### src/rtl/trigger_io_if.sv
// rtl/trigger_io_if.sv - button/trigger and a0 display signal bundle for trigger_io
interface trigger_io_if #(
  parameter int DATA_WIDTH = 32
);
  logic                  btn_raw;
  logic                  trigger;
  logic                  armed;
  logic [DATA_WIDTH-1:0] a0;
  logic [DATA_WIDTH-1:0] a0_out;
  logic                  a0_valid;
  logic [15:0]           a0_changes;

  modport master (
    output btn_raw, a0,
    input  trigger, armed, a0_out, a0_valid, a0_changes
  );

  modport slave (
    input  btn_raw, a0,
    output trigger, armed, a0_out, a0_valid, a0_changes
  );
endinterface

### src/rtl/trigger_io.sv
// rtl/trigger_io.sv - debounced one-shot trigger pulse and a0 change monitor
module trigger_io #(
  parameter int SYNC_STAGES     = 2,
  parameter int DEBOUNCE_CYCLES = 16,
  parameter int HOLD_CYCLES     = 64,
  parameter int DATA_WIDTH      = 32
) (
  input  logic        clk,
  input  logic        rst_n,
  trigger_io_if.slave io
);

  localparam int CNT_MAX = (DEBOUNCE_CYCLES > HOLD_CYCLES) ? DEBOUNCE_CYCLES : HOLD_CYCLES;
  localparam int CW      = (CNT_MAX > 1) ? $clog2(CNT_MAX) : 1;
  localparam logic [CW-1:0] DEB_LAST  = CW'(DEBOUNCE_CYCLES - 1);
  localparam logic [CW-1:0] HOLD_LAST = CW'(HOLD_CYCLES - 1);

  typedef enum logic [1:0] {
    S_IDLE     = 2'd0,
    S_DEBOUNCE = 2'd1,
    S_FIRE     = 2'd2,
    S_RELEASE  = 2'd3
  } state_t;

  logic [SYNC_STAGES-1:0] sync_q, sync_d;
  state_t                 state_q, state_d;
  logic [CW-1:0]          cnt_q, cnt_d;
  logic [DATA_WIDTH-1:0]  a0_out_q, a0_out_d;
  logic                   a0_valid_q, a0_valid_d;
  logic [15:0]            a0_changes_q, a0_changes_d;
  logic                   btn_s;

  assign btn_s = sync_q[SYNC_STAGES-1];

  always_ff @(posedge clk or negedge rst_n) begin
    if (!rst_n) begin
      sync_q       <= '0;
      state_q      <= S_IDLE;
      cnt_q        <= '0;
      a0_out_q     <= '0;
      a0_valid_q   <= 1'b0;
      a0_changes_q <= '0;
    end else begin
      sync_q       <= sync_d;
      state_q      <= state_d;
      cnt_q        <= cnt_d;
      a0_out_q     <= a0_out_d;
      a0_valid_q   <= a0_valid_d;
      a0_changes_q <= a0_changes_d;
    end
  end

  // A press fires once; RELEASE holds until the button has been stably up.
  always_comb begin
    sync_d  = {sync_q[SYNC_STAGES-2:0], io.btn_raw};
    state_d = state_q;
    cnt_d   = cnt_q;
    unique case (state_q)
      S_IDLE: begin
        if (btn_s) begin
          state_d = S_DEBOUNCE;
          cnt_d   = '0;
        end
      end
      S_DEBOUNCE: begin
        if (!btn_s) begin
          state_d = S_IDLE;
        end else if (cnt_q == DEB_LAST) begin
          state_d = S_FIRE;
          cnt_d   = '0;
        end else begin
          cnt_d = cnt_q + 1'b1;
        end
      end
      S_FIRE: begin
        if (cnt_q == HOLD_LAST) begin
          state_d = S_RELEASE;
          cnt_d   = '0;
        end else begin
          cnt_d = cnt_q + 1'b1;
        end
      end
      S_RELEASE: begin
        if (btn_s) begin
          cnt_d = '0;
        end else if (cnt_q == DEB_LAST) begin
          state_d = S_IDLE;
        end else begin
          cnt_d = cnt_q + 1'b1;
        end
      end
      default: state_d = S_IDLE;
    endcase
  end

  always_comb begin
    a0_out_d     = a0_out_q;
    a0_valid_d   = 1'b0;
    a0_changes_d = a0_changes_q;
    if (io.a0 != a0_out_q) begin
      a0_out_d     = io.a0;
      a0_valid_d   = 1'b1;
      a0_changes_d = a0_changes_q + 16'd1;
    end
  end

  assign io.trigger    = (state_q == S_FIRE);
  assign io.armed      = (state_q == S_IDLE);
  assign io.a0_out     = a0_out_q;
  assign io.a0_valid   = a0_valid_q;
  assign io.a0_changes = a0_changes_q;

endmodule

### src/flat_wrapper.sv
// flat-port wrapper written by rule: the top's interface ports become plain ports
module trigger_io_flat 
#(
  parameter int SYNC_STAGES     = 2,
  parameter int DEBOUNCE_CYCLES = 16,
  parameter int HOLD_CYCLES     = 64,
  parameter int DATA_WIDTH      = 32
)
  (clk, rst_n, io_btn_raw, io_a0, io_trigger, io_armed, io_a0_out, io_a0_valid, io_a0_changes);
  trigger_io_if #(.DATA_WIDTH(DATA_WIDTH)) io_i ();
  input  logic clk;
  input  logic rst_n;
  input wire logic [$bits(io_i.btn_raw)-1:0] io_btn_raw;
  input wire logic [$bits(io_i.a0)-1:0] io_a0;
  output wire logic [$bits(io_i.trigger)-1:0] io_trigger;
  output wire logic [$bits(io_i.armed)-1:0] io_armed;
  output wire logic [$bits(io_i.a0_out)-1:0] io_a0_out;
  output wire logic [$bits(io_i.a0_valid)-1:0] io_a0_valid;
  output wire logic [$bits(io_i.a0_changes)-1:0] io_a0_changes;
  assign io_i.btn_raw = io_btn_raw;
  assign io_i.a0 = io_a0;
  assign io_trigger = io_i.trigger;
  assign io_armed = io_i.armed;
  assign io_a0_out = io_i.a0_out;
  assign io_a0_valid = io_i.a0_valid;
  assign io_a0_changes = io_i.a0_changes;
  trigger_io #(.SYNC_STAGES(SYNC_STAGES), .DEBOUNCE_CYCLES(DEBOUNCE_CYCLES), .HOLD_CYCLES(HOLD_CYCLES), .DATA_WIDTH(DATA_WIDTH)) u_core (.clk(clk), .rst_n(rst_n), .io(io_i));
endmodule
### config.mk
export PLATFORM = sky130hd
export DESIGN_NAME = trigger_io_flat
export DESIGN_NICKNAME = d
export VERILOG_FILES = /design/src/rtl/trigger_io_if.sv /design/src/rtl/trigger_io.sv /design/src/flat_wrapper.sv
export SDC_FILE = /design/constraint.sdc
export NUM_CORES = 1
export LEC_CHECK = 0
export BUFFER_PORTS_ARGS = -buffer_cell sky130_fd_sc_hd__buf_4
export CORE_ASPECT_RATIO = 1.5
export CORE_UTILIZATION = 45
export CTS_CLUSTER_SIZE = 20
export DETAILED_ROUTE_END_ITERATION = 8
export GPL_TIMING_DRIVEN = 0
export PLACE_DENSITY_LB_ADDON = 0.1
export SYNTH_ARGS = -nofsm -noshare
export SYNTH_HDL_FRONTEND = slang
export SYNTH_SLANG_ARGS = --single-unit
export TNS_END_PERCENT = 30
### constraint.sdc
create_clock -name clk -period 1.9 [get_ports clk]
set_input_delay 0.38 -clock clk [delete_from_list [all_inputs] [get_ports clk]]
set_output_delay 0.38 -clock clk [all_outputs]
set_load 0.005 [all_outputs]
# Word level (Yosys, flattened, before mapping)
# Cells that the tools add are included.
[totals]
reg_bits = 59
out_inout_bits = 51
[classes]
addsub = 2
eq_ne = 13
n_mux = 15
n_reduce_logical = 3
[op_table]
columns = ["operator", "count"]
rows = [
  ["$mux 6", 6],
  ["$ne 32x32->1", 1],
  ["$pmux 6 s4", 1],
  ["$add 16x1->16 const B", 1],
  ["$mux 2", 6],
  ["$ne 2x1->1 const B", 4],
  ["$pmux 2 s4", 1],
  ["$add 6x1->6 const B", 1],
  ["$eq 6x4->1 const B", 1],
  ["$eq 6x6->1 const B", 1],
  ["$reduce_and 5->1", 1],
  ["$eq 2x2->1 const B", 2],
  ["$ne 3x2->1 const B", 1],
  ["$ne 3x3->1 const B", 1],
  ["$reduce_and 3->1", 1],
  ["$eq 2x1->1 const B", 1],
  ["$logic_not 2->1", 1],
  ["$ne 2x2->1 const B", 1],
  ["$mux 1", 1],
]

# Longest topological paths before layout
# Gate-level depths: netlist of run 1.
[depth]
word_depth = 4
mapped_depth = 7

# Worst setup path before layout of run 1
# No wires, ideal clock.
[synth_timing]
kind = "reg2reg"
from = "register u_core.cnt_q[0]"
to = "register u_core.cnt_q[0]"
setup_time_ns = 0.125
t_arrival_ns = 1.700
required_ns = 1.775
path_slack_ns = 0.075
path_stages_with_launch = 7
n_path_buf = 0
period_less_slack_ns = 1.825
cell_sequence = "dfrtp_1 > ha_1 > nand3_2 > or4b_4 > a21oi_4 > nor2_1 > mux2_2"
[synth_between]
elab_chain_len = 4
word_cells_on_any_way = 11
cone_classes = "add/sub: 1; eq/ne: 3; mux: 6; reduce/logical: 1"
[synth_lines]
columns = ["item", "line_no", "rtl"]
rows = [
  ["from (decl)", "trigger_io.sv:27", "logic [CW-1:0] cnt_q, cnt_d;"],
  ["from (signal assigned)", "trigger_io.sv:46", "cnt_q <= cnt_d;"],
  ["$add 6x1->6 or $eq 6x4->1 (tied branches)", "n/a", ""],
  ["$mux 6, on equally long branches", "trigger_io.sv:86, trigger_io.sv:68", ""],
  ["$mux 6, on equally long branches", "trigger_io.sv:84, trigger_io.sv:66", ""],
  ["$pmux 6 s4", "trigger_io.sv:58", "unique case (state_q)"],
]
# Several ways; a longest one is shown, not always the timed one. The select of a mux whose other input is x is not followed.
# A chain may end at the register's enable or synchronous reset.

# Worst setup path after layout of run 1
# Ends and elaborated chain as after synthesis.

==> results of run 1 <==
kinds of logic after synthesis:
family	after synthesis
AOI/OAI and AO/OA	15
DFF	59
and+or+nand+nor	61
xor gates and xnor gates	47
buffers and inverters	38
muxes	4
adders and majority gates	2
registers in the layout, summed over array words and instances (netlist names), named ones only:
signal	count
u_core.io.a0_valid	1
u_core.cnt_q	6
u_core.state_q	1
u_core.io.a0_changes	16
u_core.sync_q	2
u_core.io.a0_out	32
cell usage in the layout, fill, tap and decap left out, drive strengths merged, types with 2 or more instances in the layout:
master and n:
and3 4, nor4 2, buf 92, nor2b 4, mux2 4, a21oi 3
nand2 14, nand4 14, xnor2 46, dfrtp 59, inv 2, o21ai 6
nor2 7, o221ai 2, ha 2, nand3 10, clkinv 3, clkbuf 44
nand3b 2
cells in the mapped netlist:
library cell	number
dfrtp_1	59
xnor2_1	46
clkbuf_1	32
nand2_1	14
nand4_1	14
nand3_1	9
nor2_1	7
o21ai_0	6
and3_1	4
mux2_2	4
nor2b_1	4
a21oi_1	2
buf_4	2
ha_1	2
inv_1	2
nand3b_1	2
nor4_1	2
a2111oi_0	1
a21boi_0	1
a21o_2	1
a21oi_4	1
and4_2	1
buf_2	1
buf_6	1
nand2b_1	1
nand3_2	1
nor3_1	1
o221ai_1	1
o221ai_2	1
o31a_1	1
or4b_4	1
xor2_1	1
metrics by stage:
stage	TNS [ns]	cell area, um^2	utilization [%]
after floorplan	0	2560	-
after global placement	-1.54	3290	59.9
after CTS	0	3470	63.2
after global routing	-0.0184	3510	63.9
final	0	3510	63.9
after detailed placement	-1.81	3290	59.9
area by class of cell:
type	instances	area [um^2]	share of cell area, %
flip-flops and latches	59	1480	42.1
repair buffers	88	661	18.8
clock buffers	12	145	4.14
plain buffers	36	151	4.32
inverters	2	7.51	0.214
multi-input cells	129	965	27.5
well taps	70	87.6	2.50
clock inverters	3	15.0	0.428
metal layers:
layer	vias up	GRT usage (%)	share of wire, %	routed length, um
met4	0	9.66	1.9	97
met1	918	21.3	40	2070
met5	-	0	0	0
met2	53	31.7	53	2740
li1	928	-	-	-
met3	7	7.25	5.0	258
power groups by stage:
stage	Clock, mW	Sequential (mW)	Combinational, mW
2_1_floorplan	0	1.36	0.115
3_3_place_gp	0	1.35	0.280
3_5_place_dp	0	1.36	0.285
4_1_cts	0.989	1.34	0.288
5_1_grt	1.04	1.34	0.321
6_report	0.950	1.34	0.289
final timing paths:
check	slack (ns)	startpoint	cells past startpoint	to
max	0.03	u_core.cnt_q[0]	6	u_core.cnt_q[0]
min	0.11	rst_n	1	u_core.state_q[0]
max reg2reg	0.03	u_core.cnt_q[0]	6	u_core.cnt_q[0]
min reg2reg	0.35	u_core.sync_q[0]	0	u_core.sync_q[1]
max in group asynchronous	1.30	rst_n	1	u_core.io.a0_out[23]
min in group clk	0.15	io_btn_raw	1	u_core.sync_q[0]
what timing repair did:
item                       4_1_cts  5_1_grt
setup endpoints to repair       10       16
resized for setup                2        4
pin swaps                        3        4
setup buffers                    1        2
==> impl_metrics.py, run 1 <==
metrics = {
    "worst_setup_path": {
        "path_cells": "ha_4 > nand3_4 > or4b_4 > a21oi_4 > nor2_2 > mux2_2",
        "end_kind": "flop",
        "critPathSlowestCell": "or4b_4",
        "path_delay_family": "simple AND/OR/NAND/NOR gates",
        "crit_arrival_ns": 2.08,
        "critPathKind": "flop to flop",
        "startpoint_type": "flop",
        "slowest_delay_ns": 0.53,
        "crit_required_ns": 2.11,
        "crit_fanout": 4,
        "cp_num_buf_inv": 0,
    },
    "logic_synthesis": {
        "post-synth-top-area-cell": "dfrtp_1",
        "synth_area_um2": 2560,
        "synth_fa_ha_area_share_pct": 0.976,
        "synth_area_per_cell_um2": 11.3,
        "synth.top_cell.area_share_pct": 57.6,
        "syn_inst": 226,
        "synth-xor-area-share_pct": 16.0,
        "synth_fp_nets": 263,
        "ys_seq_elements": 59,
        "yosys_warnings": 0,
        "yosysSeqAreaShare_pct": 57.6,
        "ys_types": 32,
        "synth_compound_area_share_pct": 4.44,
        "synth.area.mux_share_pct": 1.76,
        "synth_area_leaders": "dfrtp_1, xnor2_1, clkbuf_1, nand4_1, nand2_1",
        "synth_top_family_by_area": "XOR/XNOR gates",
        "yosys.area_share.simple_pct": 13.0,
    },
    "cts": {
        "cts_tree": "done",
        "insertion_delay_ns": 0.33,
        "clock_sinks": 59,
        "htreeDepth": 3,
        "clockBufferDepth": 2,
        "clk_pin_slew_ns": 0.06,
        "cts_buffers": 9,
        "hold_buffers": 0,
        "cts_root_buf": "clkbuf_8",
    },
    "drt": {
        "via_count": 1906,
        "drtIter0Drc": 83,
        "drt-total-wl_um": 5160,
        "drc": 0,
        "via_per_inst": 4.78,
        "wl_per_cell_um": 12.9,
        "drt.antenna.violating_nets": 0,
        "drt_first_pass_iters": 4,
    },
    "global_routing": {
        "grt_max_degree": 60,
        "grt_pass1_vias": 1872,
        "grt_pass1_wl_um": 8520,
        "track_usage_pct": 19.1,
        "antenna_found_initial": 0,
        "overflow": 0,
    },
    "timing": {
        "fmax_ghz": 0.535,
        "setup_viol": 0,
        "final_max_slew_viol_count": 0,
        "period_needed_ns": 1.87,
        "layout_setup_ws_ns": 0.0294,
        "tightest_slew_ns": 0.738,
        "fin_crit_sh_pct": 98.5,
        "skew_ns": 0.00628,
        "slew_headroom_pct": 50.8,
        "rsz0062_at_grt": "true",
        "holdWs_ns": 0.111,
        "hold_viol_final": 0,
    },
    "layout": {
        "stdcell_count": 399,
        "n_antenna_cell": 0,
        "fillCellCount": 477,
        "fin_nets": 362,
        "area.growth.synth_to_final_pct": 36.8,
        "drive_gt1_share_pct": 36.2,
    },
    "power_and_ir_drop": {
        "comb_power_share_pct": 11.2,
        "p_clk_share_pct": 36.9,
        "pwr-share-seq_pct": 51.9,
        "swShare_pct": 23.6,
        "p_int_mw": 1.97,
        "total_power_mw": 2.58,
        "peakVddDrop_mv": 0.617,
        "p_switching_mw": 0.608,
        "powerDensity_nw_per_um2": 734,
        "power_leakage_nw": 1.54,
    },
    "die": {
        "pin_count": 86,
        "initial_core_util_pct": 46.7,
        "core-area_um2": 5490,
        "chipHeight_um": 94.5,
        "die-area_um2": 6010,
        "die_w_um": 63.6,
        "row_count": 33,
    },
    "placed_design": {
        "port_buffers": 85,
        "place.gp.congestion": 0.771,
        "dpl.hpwl_um": 3740,
        "dp_worst_setup_slack_ns": -0.201,
        "dpl.cell_count": 381,
    },
    "run": {
        "max-cap-violations": 0,
    },
    "min_path": {
        "hp-class": "input port to async pin",
    },
    "status": {
        "outcome": "finished, final reports clean",
    },
}
Power figures use the tool's default switching activity.
==> run 2: changes to the inputs <==
- BUFFER_PORTS_ARGS: -buffer_cell sky130_fd_sc_hd__buf_4 -> default
- CORE_UTILIZATION: 45 -> 55
- DONT_BUFFER_PORTS: default -> 1
==> run 2 against run 1 <==
Effect of this change:
- the flow now finishes with violations (design-rule violations)
- register-to-register slack better by 0.03 ns
- hold slack worse by 0.032 ns
- sequential share of layout area is 8.2 points higher
- flip-flop and latch count stayed put
- routed wire length is 5.3% lower
- count of clock-buffer cells in the layout is 1 lower
- design area is 16% lower
- sequential power hardly changed
- core utilization is 1.3 points higher
- non-clock buffer count is 81 lower
- via count is 14% lower
- combinational power is 39% lower
- critical path type unchanged
- critical endpoint unchanged
- largest power group unchanged
- highest routed layer unchanged
==> impl_metrics.py, run 2 (same netlist as run 1, synthesis figures left out) <==
metrics = {
    "global_routing": {
        "top_usage_layer": "met2",
        "grt_max_degree": 60,
        "track_usage_pct": 21.7,
        "grt_use_met3_pct": 6.33,
        "grt_pass1_wl_um": 7940,
        "use_met2_pct": 38.6,
        "grt_pass1_vias": 1820,
        "grtUsageMet1_pct": 22.0,
        "antenna_found_initial": 0,
        "overflow": 0,
    },
    "die": {
        "die-area_um2": 4950,
        "row_count": 30,
        "chipHeight_um": 85.6,
        "die_w_um": 57.8,
        "pin_count": 86,
        "initial_core_util_pct": 56.9,
        "core-area_um2": 4500,
    },
    "drt": {
        "wl_per_cell_um": 16.5,
        "via_count": 1641,
        "drt.antenna.violating_nets": 0,
        "drtIter0Drc": 64,
        "via_per_inst": 5.54,
        "drt-total-wl_um": 4890,
        "drc": 5,
        "drt_first_pass_iters": 6,
    },
    "power_and_ir_drop": {
        "power_leakage_nw": 1.16,
        "total_power_mw": 2.66,
        "powerDensity_nw_per_um2": 905,
        "peakVddDrop_mv": 0.582,
    },
    "timing": {
        "tns_ns": 0,
        "rsz0062_at_grt": "false",
        "final_max_slew_viol_count": 0,
        "hold_viol_final": 0,
        "layout_setup_ws_ns": 0.0575,
        "period_needed_ns": 1.84,
        "slew_headroom_pct": 70.7,
        "setup_viol": 0,
        "fin_crit_sh_pct": 97.0,
        "tightest_slew_ns": 0.428,
        "fmax_ghz": 0.543,
        "skew_ns": 0.00428,
        "holdWs_ns": 0.0793,
    },
    "cts": {
        "clk_pin_slew_ns": 0.07,
        "clockBufferDepth": 2,
        "clock_sinks": 59,
        "cts_root_buf": "clkbuf_8",
        "cts_tree": "done",
        "htreeDepth": 3,
        "insertion_delay_ns": 0.33,
        "cts_buffers": 9,
    },
    "min_path": {
        "hp-class": "input port to flop",
    },
    "layout": {
        "layout_common_cells": "dfrtp_1, xnor2_1, clkbuf_1",
        "n_antenna_cell": 0,
        "design_area_um2": 2940,
        "drive_gt1_share_pct": 15.7,
        "fin_nets": 281,
        "stdcell_count": 296,
        "final_util_pct": 65.2,
        "area.growth.synth_to_final_pct": 14.5,
        "largest_register_ffs": 32,
        "layout_commonest_cell": "dfrtp_1",
    },
    "worst_setup_path": {
        "startpoint_type": "flop",
        "crit_fanout": 4,
        "end_kind": "flop",
        "crit_required_ns": 2.12,
        "critPathKind": "flop to flop",
        "crit_arrival_ns": 2.06,
    },
    "run": {
        "max-cap-violations": 0,
    },
    "placed_design": {
        "place.gp.congestion": 0.760,
        "postPlaceCellArea_um2": 2630,
        "dp_worst_setup_slack_ns": -0.153,
        "dpl.cell_count": 274,
        "dpl.hpwl_um": 3480,
        "port_buffers": 0,
    },
    "status": {
        "outcome": "finished with violations",
        "violations": "design-rule violations",
    },
}
[run 2: metal layers]
layer | vias up | routed length [um]
li1 | 763 | -
met1 | 799 | 1680
met2 | 67 | 2720
met3 | 12 | 339
met4 | 0 | 148
met5 | - | 0
[run 2: layout make-up]
class / instances / area, um^2
Timing Repair Buffer: 7 / 75.1
Inverter: 2 / 7.51
Multi-Input combinational cell: 129 / 965
Clock inverter: 4 / 50.0
Fill cell: 367 / 1570
Buffer: 36 / 151
Clock buffer: 11 / 151
Tap cell: 48 / 60.1
Sequential cell: 59 / 1480
[run 2: worst max-delay path, cell delays in order, from the launching register on]
cell	delay [ns]
dfrtp_1	0.41
ha_4	0.19
nand3_4	0.09
or4b_4	0.54
a21oi_4	0.18
nor2_2	0.07
mux2_2	0.26
[run 2: power breakdown]
group | total (mW) | internal (mW) | switching (mW)
logic | 0.177 | 0.0991 | 0.0776
registers | 1.35 | 1.30 | 0.0452
clock network | 1.13 | 0.667 | 0.467
total | 2.66 | 2.07 | 0.590
[run 2: worst paths after layout]
path,start,end,slack [ns],depth (start not counted)
setup reg to reg,u_core.cnt_q[1],u_core.cnt_q[0],0.06,6
hold / removal,io_btn_raw,u_core.sync_q[0],0.08,0
max in group asynchronous,rst_n,u_core.io.a0_changes[0],1.08,2
setup / recovery,u_core.cnt_q[1],u_core.cnt_q[0],0.06,6
hold reg to reg,u_core.sync_q[0],u_core.sync_q[1],0.35,0
min in group asynchronous,rst_n,u_core.io.a0_out[24],0.59,2
[run 2: timing repair]
action,in CTS,in global routing
resized for setup,3,3
hold buffers,2,0
pin swaps,4,1
setup endpoints to repair,13,18
hold endpoints to repair,59,0
buffers inserted,2,3
==> run 3: changes to the inputs <==
- CORE_UTILIZATION: 55 -> 50
==> run 3 against run 2 <==
Effect of this change:
- the flow now finishes without violations
- sequential power about the same
- clock power fell by 4%
- maximum frequency down 0.43%
- combinational power about the same
- critical path depth did not move
- routed wire length is 3.6% lower
- clock skew up 0.0014 ns
- design area rose by 0.34%
- critical path type unchanged
==> impl_metrics.py, run 3 (same netlist as run 1, synthesis figures left out) <==
metrics = {
    "status": {
        "outcome": "finished, final reports clean",
    },
    "worst_setup_path": {
        "crit_required_ns": 2.11,
        "critPathKind": "flop to flop",
        "startpoint_type": "flop",
        "crit_arrival_ns": 2.06,
        "end_kind": "flop",
        "crit_fanout": 4,
    },
    "timing": {
        "tightest_slew_ns": 0.439,
        "fmax_ghz": 0.540,
        "period_needed_ns": 1.85,
        "setup_viol": 0,
        "rsz0062_at_grt": "true",
        "hold_viol_final": 0,
        "layout_setup_ws_ns": 0.0496,
        "tns_ns": 0,
        "fin_crit_sh_pct": 97.4,
        "slew_headroom_pct": 69.9,
        "skew_ns": 0.00567,
        "final_max_slew_viol_count": 0,
    },
    "layout": {
        "drive_gt1_share_pct": 15.0,
        "layout_common_cells": "dfrtp_1, xnor2_1, clkbuf_1",
        "fillCellCount": 439,
        "area.growth.synth_to_final_pct": 14.9,
        "final_util_pct": 60.3,
        "stdcell_count": 313,
        "design_area_um2": 2950,
        "n_antenna_cell": 0,
        "layout_commonest_cell": "dfrtp_1",
        "multi_input_area_um2": 975,
        "fin_nets": 279,
        "seqCellArea_um2": 1480,
        "largest_register_ffs": 32,
    },
    "drt": {
        "drtIter0Drc": 85,
        "drt-total-wl_um": 4710,
        "drt_first_pass_iters": 5,
        "via_count": 1660,
        "drc": 0,
        "drt.antenna.violating_nets": 0,
        "wl_per_cell_um": 15.1,
        "via_per_inst": 5.30,
    },
    "die": {
        "die-area_um2": 5430,
        "initial_core_util_pct": 52.5,
        "pin_count": 86,
        "row_count": 31,
        "chipHeight_um": 89.7,
        "core-area_um2": 4890,
        "die_w_um": 60.5,
    },
    "placed_design": {
        "dpl.cell_count": 292,
        "port_buffers": 0,
        "dp_worst_setup_slack_ns": -0.128,
        "place.gp.congestion": 0.747,
        "dpl.hpwl_um": 3550,
        "postPlaceCellArea_um2": 2650,
    },
    "min_path": {
        "hp-class": "input port to flop",
    },
    "power_and_ir_drop": {
        "peakVddDrop_mv": 0.745,
        "powerDensity_nw_per_um2": 887,
        "power_leakage_nw": 1.18,
    },
    "cts": {
        "cts_root_buf": "clkbuf_8",
        "insertion_delay_ns": 0.32,
        "clk_pin_slew_ns": 0.06,
        "htreeDepth": 3,
        "clockBufferDepth": 2,
        "cts_buffers": 9,
        "cts_tree": "done",
        "clock_sinks": 59,
    },
    "global_routing": {
        "track_usage_pct": 19.7,
        "grt_max_degree": 60,
        "grt_pass1_wl_um": 7870,
        "overflow": 0,
        "antenna_found_initial": 0,
        "grt_pass1_vias": 1862,
    },
    "run": {
        "max-cap-violations": 0,
    },
}
-- run 3: changes by cell type in the layout (fill, tap and decap cells not counted), sizes merged --
cell,previous run,this run
clkinvlp,2,1
clkinv,1,3
buf,10,8
-- run 3: layout make-up --
class	count	area share, %
Multi-Input combinational cell	129	33.1
Tap cell	66	2.80
Sequential cell	59	50.1
Buffer	36	5.14
Clock buffer	11	4.80
Timing Repair Buffer	5	2.04
Inverter	2	0.255
Clock inverter	5	1.78
-- run 3: worst max-delay path, stage by stage (launching register included) --
cell	delay (ns)
dfrtp_1	0.40
ha_4	0.17
nand3_2	0.11
or4b_4	0.54
a21oi_4	0.17
nor2_1	0.09
mux2_2	0.27
-- run 3: path summary, 6_finish.rpt --
kind,startpoint,end,slack [ns],depth (start not counted)
setup / recovery,u_core.cnt_q[0],u_core.cnt_q[0],0.05,6
hold / removal,io_btn_raw,u_core.sync_q[0],0.08,0
setup reg to reg,u_core.cnt_q[0],u_core.cnt_q[0],0.05,6
hold reg to reg,u_core.sync_q[0],u_core.sync_q[1],0.35,0
max in group asynchronous,rst_n,u_core.io.a0_out[25],1.06,2
min in group asynchronous,rst_n,u_core.cnt_q[4],0.59,2
-- run 3: per-layer routing --
layer / track usage [%] / routed length, um
met1: 18.2 / 1630
met2: 35.7 / 2580
met3: 7.34 / 401
met4: 9.09 / 96
met5: 0 / 0
-- run 3: power breakdown --
| part | internal, mW | switching (mW) | leakage [nW] |
|---|---|---|---|
| Sequential | 1.30 | 0.0439 | 0.721 |
| Clock | 0.634 | 0.455 | 0.0991 |
| Combinational | 0.0976 | 0.0804 | 0.362 |
| Total | 2.03 | 0.580 | 1.18 |
-- run 3: metrics by stage --
step / hold slack [ns] / total power [mW]
after floorplan: 0.0844 / 1.47
after global placement: 0.0855 / 1.49
after detailed placement: 0.0857 / 1.50
after CTS: 0.0596 / 2.65
after global routing: 0.0557 / 2.74
final: 0.0814 / 2.61
-- run 3: repair_timing --
action / in CTS / in global routing
setup endpoints to repair: 11 / 10
pin swaps: 2 / 2
endpoints found under the hold margin: 59 / 0
setup buffers: 1 / 2
resized for setup: 6 / 1
hold buffers: 2 / 0
